### config.mk
export PLATFORM = sky130hd
export DESIGN_NAME = weight_packer
export DESIGN_NICKNAME = d
export VERILOG_FILES = /design/src/rtl/weight_packer.sv
export SDC_FILE = /design/constraint.sdc
export NUM_CORES = 1
export LEC_CHECK = 0
export CORE_AREA = 3 3 123 173
export CTS_CLUSTER_SIZE = 24
export DETAILED_ROUTE_END_ITERATION = 7
export DIE_AREA = 0 0 126 176
export DONT_BUFFER_PORTS = 1
export PLACE_DENSITY = 0.72
export SLEW_MARGIN = 20
export SYNTH_ARGS = -nofsm -noshare
export SYNTH_HDL_FRONTEND = slang
export SYNTH_SLANG_ARGS = --single-unit
### constraint.sdc
create_clock -name CLK -period 5 [get_ports CLK]
set_input_delay 1 -clock CLK [delete_from_list [all_inputs] [get_ports CLK]]
set_output_delay 1 -clock CLK [all_outputs]
set_load 0.05 [all_outputs]
### src/rtl/weight_packer.sv
// weight_packer: transmit side of the weight-buffer write interface.
// Latches one frame of five BUFFER_WIDTH-bit weight lanes (lane 0 most
// significant) and serializes it MSB-first into OUTPUT_WIDTH-bit words over
// the WR_EN/WR_VALID/WR_READY handshake consumed by weight_buffer.
//
// Ports:
//   CLK, RESETN          clock (rising edge), asynchronous active-low reset
//   LD_VALID/LD_READY    frame load handshake; LD_DATA_0..4 are the lanes
//   FLUSH                synchronous abort of the frame being sent
//   WR_EN, WR_VALID      frame-active qualifier and word-valid (registered)
//   WR_DATA              serialized word (registered), last word left-aligned
//   WR_READY             sink accepts the current word
//   FRAME_DONE           one-cycle pulse after the last word handshakes
//
// Optional feature: define WEIGHT_PACKER_PRELOAD_EN to allow a new frame to be
// loaded in the last-word handshake cycle so back-to-back frames have no bubble.
module weight_packer #(
   parameter int unsigned OUTPUT_WIDTH = 32,
   parameter int unsigned BUFFER_WIDTH = 40
) (
   input  logic                    CLK,
   input  logic                    RESETN,
   input  logic                    LD_VALID,
   output logic                    LD_READY,
   input  logic [BUFFER_WIDTH-1:0] LD_DATA_0,
   input  logic [BUFFER_WIDTH-1:0] LD_DATA_1,
   input  logic [BUFFER_WIDTH-1:0] LD_DATA_2,
   input  logic [BUFFER_WIDTH-1:0] LD_DATA_3,
   input  logic [BUFFER_WIDTH-1:0] LD_DATA_4,
   input  logic                    FLUSH,
   output logic                    WR_EN,
   output logic                    WR_VALID,
   output logic [OUTPUT_WIDTH-1:0] WR_DATA,
   input  logic                    WR_READY,
   output logic                    FRAME_DONE
);

   localparam int unsigned FRAME_BITS = 5 * BUFFER_WIDTH;
   localparam int unsigned NUM_WORDS  = (FRAME_BITS + OUTPUT_WIDTH - 1) / OUTPUT_WIDTH;
   localparam int unsigned CNT_W      = $clog2(NUM_WORDS + 1);
   localparam logic [CNT_W-1:0] LAST_CNT = CNT_W'(NUM_WORDS - 1);

   typedef enum logic {
      IDLE = 1'b0,
      SEND = 1'b1
   } state_t;

   state_t                  state_q,  state_d;
   logic [FRAME_BITS-1:0]   shreg_q,  shreg_d;
   logic [CNT_W-1:0]        cnt_q,    cnt_d;
   logic                    active_q, active_d;
   logic [OUTPUT_WIDTH-1:0] data_q,   data_d;
   logic                    done_q,   done_d;

   logic [FRAME_BITS-1:0]   frame;
   logic [FRAME_BITS-1:0]   shifted;
   logic                    last_word;
   logic                    handshake;
   logic                    ld_ready;
   logic                    load;

   // State and output registers
   always_ff @(posedge CLK or negedge RESETN) begin
      if (!RESETN) begin
         state_q  <= IDLE;
         shreg_q  <= '0;
         cnt_q    <= '0;
         active_q <= 1'b0;
         data_q   <= '0;
         done_q   <= 1'b0;
      end else begin
         state_q  <= state_d;
         shreg_q  <= shreg_d;
         cnt_q    <= cnt_d;
         active_q <= active_d;
         data_q   <= data_d;
         done_q   <= done_d;
      end
   end

   // Next-state, shift and output logic
   always_comb begin
      state_d  = state_q;
      shreg_d  = shreg_q;
      cnt_d    = cnt_q;
      active_d = active_q;
      data_d   = data_q;
      done_d   = 1'b0;

      frame     = {LD_DATA_0, LD_DATA_1, LD_DATA_2, LD_DATA_3, LD_DATA_4};
      shifted   = shreg_q << OUTPUT_WIDTH;
      last_word = (cnt_q == LAST_CNT);
      handshake = active_q & WR_READY;
`ifdef WEIGHT_PACKER_PRELOAD_EN
      // Reopen the load port in the slot where the last word is being taken
      ld_ready  = (state_q == IDLE) | ((state_q == SEND) & last_word & WR_READY);
`else
      ld_ready  = (state_q == IDLE);
`endif
      load      = LD_VALID & ld_ready;

      case (state_q)
         IDLE: begin
            if (load) begin
               state_d  = SEND;
               shreg_d  = frame;
               cnt_d    = '0;
               active_d = 1'b1;
               data_d   = frame[FRAME_BITS-1 -: OUTPUT_WIDTH];
            end
         end
         SEND: begin
            // FLUSH outranks the word handshake and any preload in the same cycle
            if (FLUSH) begin
               state_d  = IDLE;
               shreg_d  = '0;
               cnt_d    = '0;
               active_d = 1'b0;
               data_d   = '0;
            end else if (handshake) begin
               if (last_word) begin
                  done_d = 1'b1;
                  cnt_d  = '0;
                  if (load) begin
                     shreg_d = frame;
                     data_d  = frame[FRAME_BITS-1 -: OUTPUT_WIDTH];
                  end else begin
                     state_d  = IDLE;
                     shreg_d  = '0;
                     active_d = 1'b0;
                     data_d   = '0;
                  end
               end else begin
                  shreg_d = shifted;
                  cnt_d   = cnt_q + CNT_W'(1);
                  data_d  = shifted[FRAME_BITS-1 -: OUTPUT_WIDTH];
               end
            end
         end
         default: state_d = IDLE;
      endcase
   end

   assign LD_READY   = ld_ready;
   assign WR_EN      = active_q;
   assign WR_VALID   = active_q;
   assign WR_DATA    = data_q;
   assign FRAME_DONE = done_q;

endmodule
==> results.py <==
metrics = {
    "setup_path": {
        "cp.required_ns": 5.38,
        "startpoint_type": "flop",
        "critPathMaxFanout": 53,
        "worstSetupPathType": "reg2reg",
        "crit_path_end_kind": "flop",
        "arrival_ns": 3.15,
    },
    "grt": {
        "antenna_found_initial": 2,
        "grt_max_degree": 207,
        "grt_pass1_wl_mm": 42.2,
        "grt.total_usage_pct": 22.8,
        "grt-ovfl-total": 0,
        "grt_pass1_vias": 7732,
    },
    "sta": {
        "slew_headroom_pct": 26.1,
        "rsz0062_at_grt": "no",
        "fin_setup_tns_ns": 0,
        "fin_hold_ws_ns": 0.203,
        "period_share_pct": 55.3,
        "finClkSkew_ns": 0.0107,
        "worst_pin_slew_ns": 1.11,
        "fmax_ghz": 0.362,
        "setup_ws_ns": 2.23,
        "fin_crit_ns": 2.77,
        "maxSlewViolCount": 0,
        "final-hold-violation-count": 0,
        "setup_violations": 0,
    },
    "power": {
        "leakagePower_nw": 5.61,
        "vdd_drop_max_mv": 0.332,
        "powerDensity_nw_per_um2": 487,
    },
    "synthesis": {
        "post_synth.cell_area_avg_um2": 11.3,
        "synth_cell_type_count": 34,
        "synthTopCellsByCount": "dfrtp_1 (206), a21o_1 (150), and3_1 (149), o32a_1 (149), clkbuf_1 (68)",
        "ys_seq_elements": 206,
        "yosysWarnings": 0,
        "yosysTopAreaCellShare_pct": 49.2,
        "syn_inst": 931,
        "synth_edf_count": 0,
        "syn-num-nets": 1136,
        "synth_top_area_cell": "dfrtp_1",
        "synth_area_leaders": "dfrtp_1 (49%), o32a_1 (14%), a21o_1 (11%), and3_1 (8.9%), a22o_1 (2.7%)",
        "yosysSeqAreaShare_pct": 49.2,
        "synth_top_flop_cell": "dfrtp_1",
        "synthArstFlopShare_pct": 100,
        "yosysMostFrequentCell": "dfrtp_1",
        "syn_area_um2": 10500,
    },
    "die": {
        "core-area_um2": 19800,
        "die_w_um": 126,
        "die_h_um": 176,
        "rows": 61,
        "initial_core_util_pct": 52.8,
        "dieArea_um2": 22200,
        "io_pins": 241,
    },
    "clock_tree": {
        "cts_setup_buffers": 0,
        "cts_hold_buf": 0,
        "htreeDepth": 1,
        "cts_tree": "done",
        "cts.sinks": 206,
        "cts_buffers": 21,
        "postCtsResizedCells": 0,
        "clock_latency_ns": 0.49,
        "cts_buffer_depth": 3,
        "clk_pin_slew_ns": 0.06,
        "cts_root_buf": "clkbuf_16",
    },
    "layout": {
        "finalInstanceArea_um2": 11100,
        "syn2layout_area_growth_pct": 5.63,
        "fin_util_pct": 55.8,
        "drive_gt1_share_pct": 6.78,
        "fillers": 1714,
        "layout.nets": 1047,
    },
    "drt": {
        "ant_nets": 0,
        "dr_total_vias": 7600,
        "drtIter0Drc": 549,
        "wl_per_cell_um": 23.7,
        "first_pass_iters": 5,
        "via_per_inst": 6.85,
        "routed_wirelength_mm": 26.3,
        "drc": 0,
    },
    "place": {
        "pre_cts_slack_ns": 2.14,
        "hpwl_mm": 16.3,
        "place_area_um2": 10300,
        "port_buffers": 0,
        "gp_congestion": 0.768,
    },
    "run": {
        "drv_cap": 0,
    },
    "hold_path": {
        "hp-class": "in2async",
    },
    "status": {
        "outcome": "finished, final reports clean",
    },
}
[final cells by class]
class	count	area [um^2]	share of cell area [%]
antenna	2	5.00	0.0452
clock buffer	26	584	5.28
clock inverter	10	178	1.61
inverter	2	10.0	0.0905
multi-input combinational	598	4700	42.5
sequential	206	5150	46.6
tap	252	315	2.85
timing repair buffer	13	114	1.03
[worst paths after layout]
kind / from / to / slack [ns] / cells past startpoint
max: WR_EN / cnt_q[2] / 2.23 / 4
min: RESETN / shreg_q[35] / 0.20 / 0
max reg2reg: WR_EN / cnt_q[2] / 2.23 / 4
min reg2reg: shreg_q[75] / shreg_q[75] / 0.49 / 1
max in group asynchronous: RESETN / shreg_q[121] / 4.49 / 0
min in group CLK: shreg_q[75] / shreg_q[75] / 0.49 / 1
[layer usage]
metal  wire length (um)  vias to the layer above  share of wire [%]  track usage (%)
li1                   -                     3521                  -                -
met1              11300                     3800                 43             31.3
met2              12700                      244                 48             36.5
met3               1790                       35                6.8             5.39
met4                494                        0                1.9             6.26
met5                  0                        -                  0                0
[where the power goes]
part | switching (mW) | leakage [nW] | internal [mW]
Clock | 0.642 | 0.375 | 1.08
Combinational | 0.502 | 2.74 | 0.554
Sequential | 0.534 | 2.49 | 2.07
Total | 1.68 | 5.61 | 3.71
[critical path, stage by stage, from the launching register on]
cell and delay [ns]:
dfrtp_1 1.08, nand2_1 0.27, buf_4 0.30, a21o_2 0.55, o41ai_1 0.44
[state kept, by name, indices dropped and copies added, names as in the netlist]
name	flops
cnt_q	3
state_q	1
FRAME_DONE	1
WR_EN	1
WR_DATA	32
shreg_q	168
[kinds of logic (layout without fill, tap and decap cells)]
group / after synthesis / in the layout / share of synthesized area (%)
AND/OR/NAND/NOR: 219 / 219 / 13.8
flip-flops: 206 / 206 / 49.2
other: 0 / 2 / 0
multiplexers: 1 / 1 / 0.107
AO/OA/AOI/OAI: 378 / 378 / 30.9
buffers and inverters: 127 / 51 / 6.04
[cells in the final DEF, fill, tap and decap left out, types with 3 or more instances in the layout]
master,synthesis,layout
nand3_1,19,19
a21o_1,150,149
a22o_1,32,32
o21ai_1,19,19
o32a_1,149,149
dfrtp_1,206,206
clkbuf_16,0,21
bufinv_16,0,5
nand2_1,3,3
nor3b_1,20,20
buf_4,3,11
and3_1,149,149
clkbuf_8,0,4
a311oi_1,19,19
clkinv_2,0,4
and3b_1,19,19
[stage by stage]
step	std cells	power, mW
final	1109	5.38
after global routing	1109	5.64
after CTS	1107	5.42
after detailed placement	1071	3.69
after global placement	1071	3.61
after floorplan	931	3.46
Power figures use the tool's default switching activity.
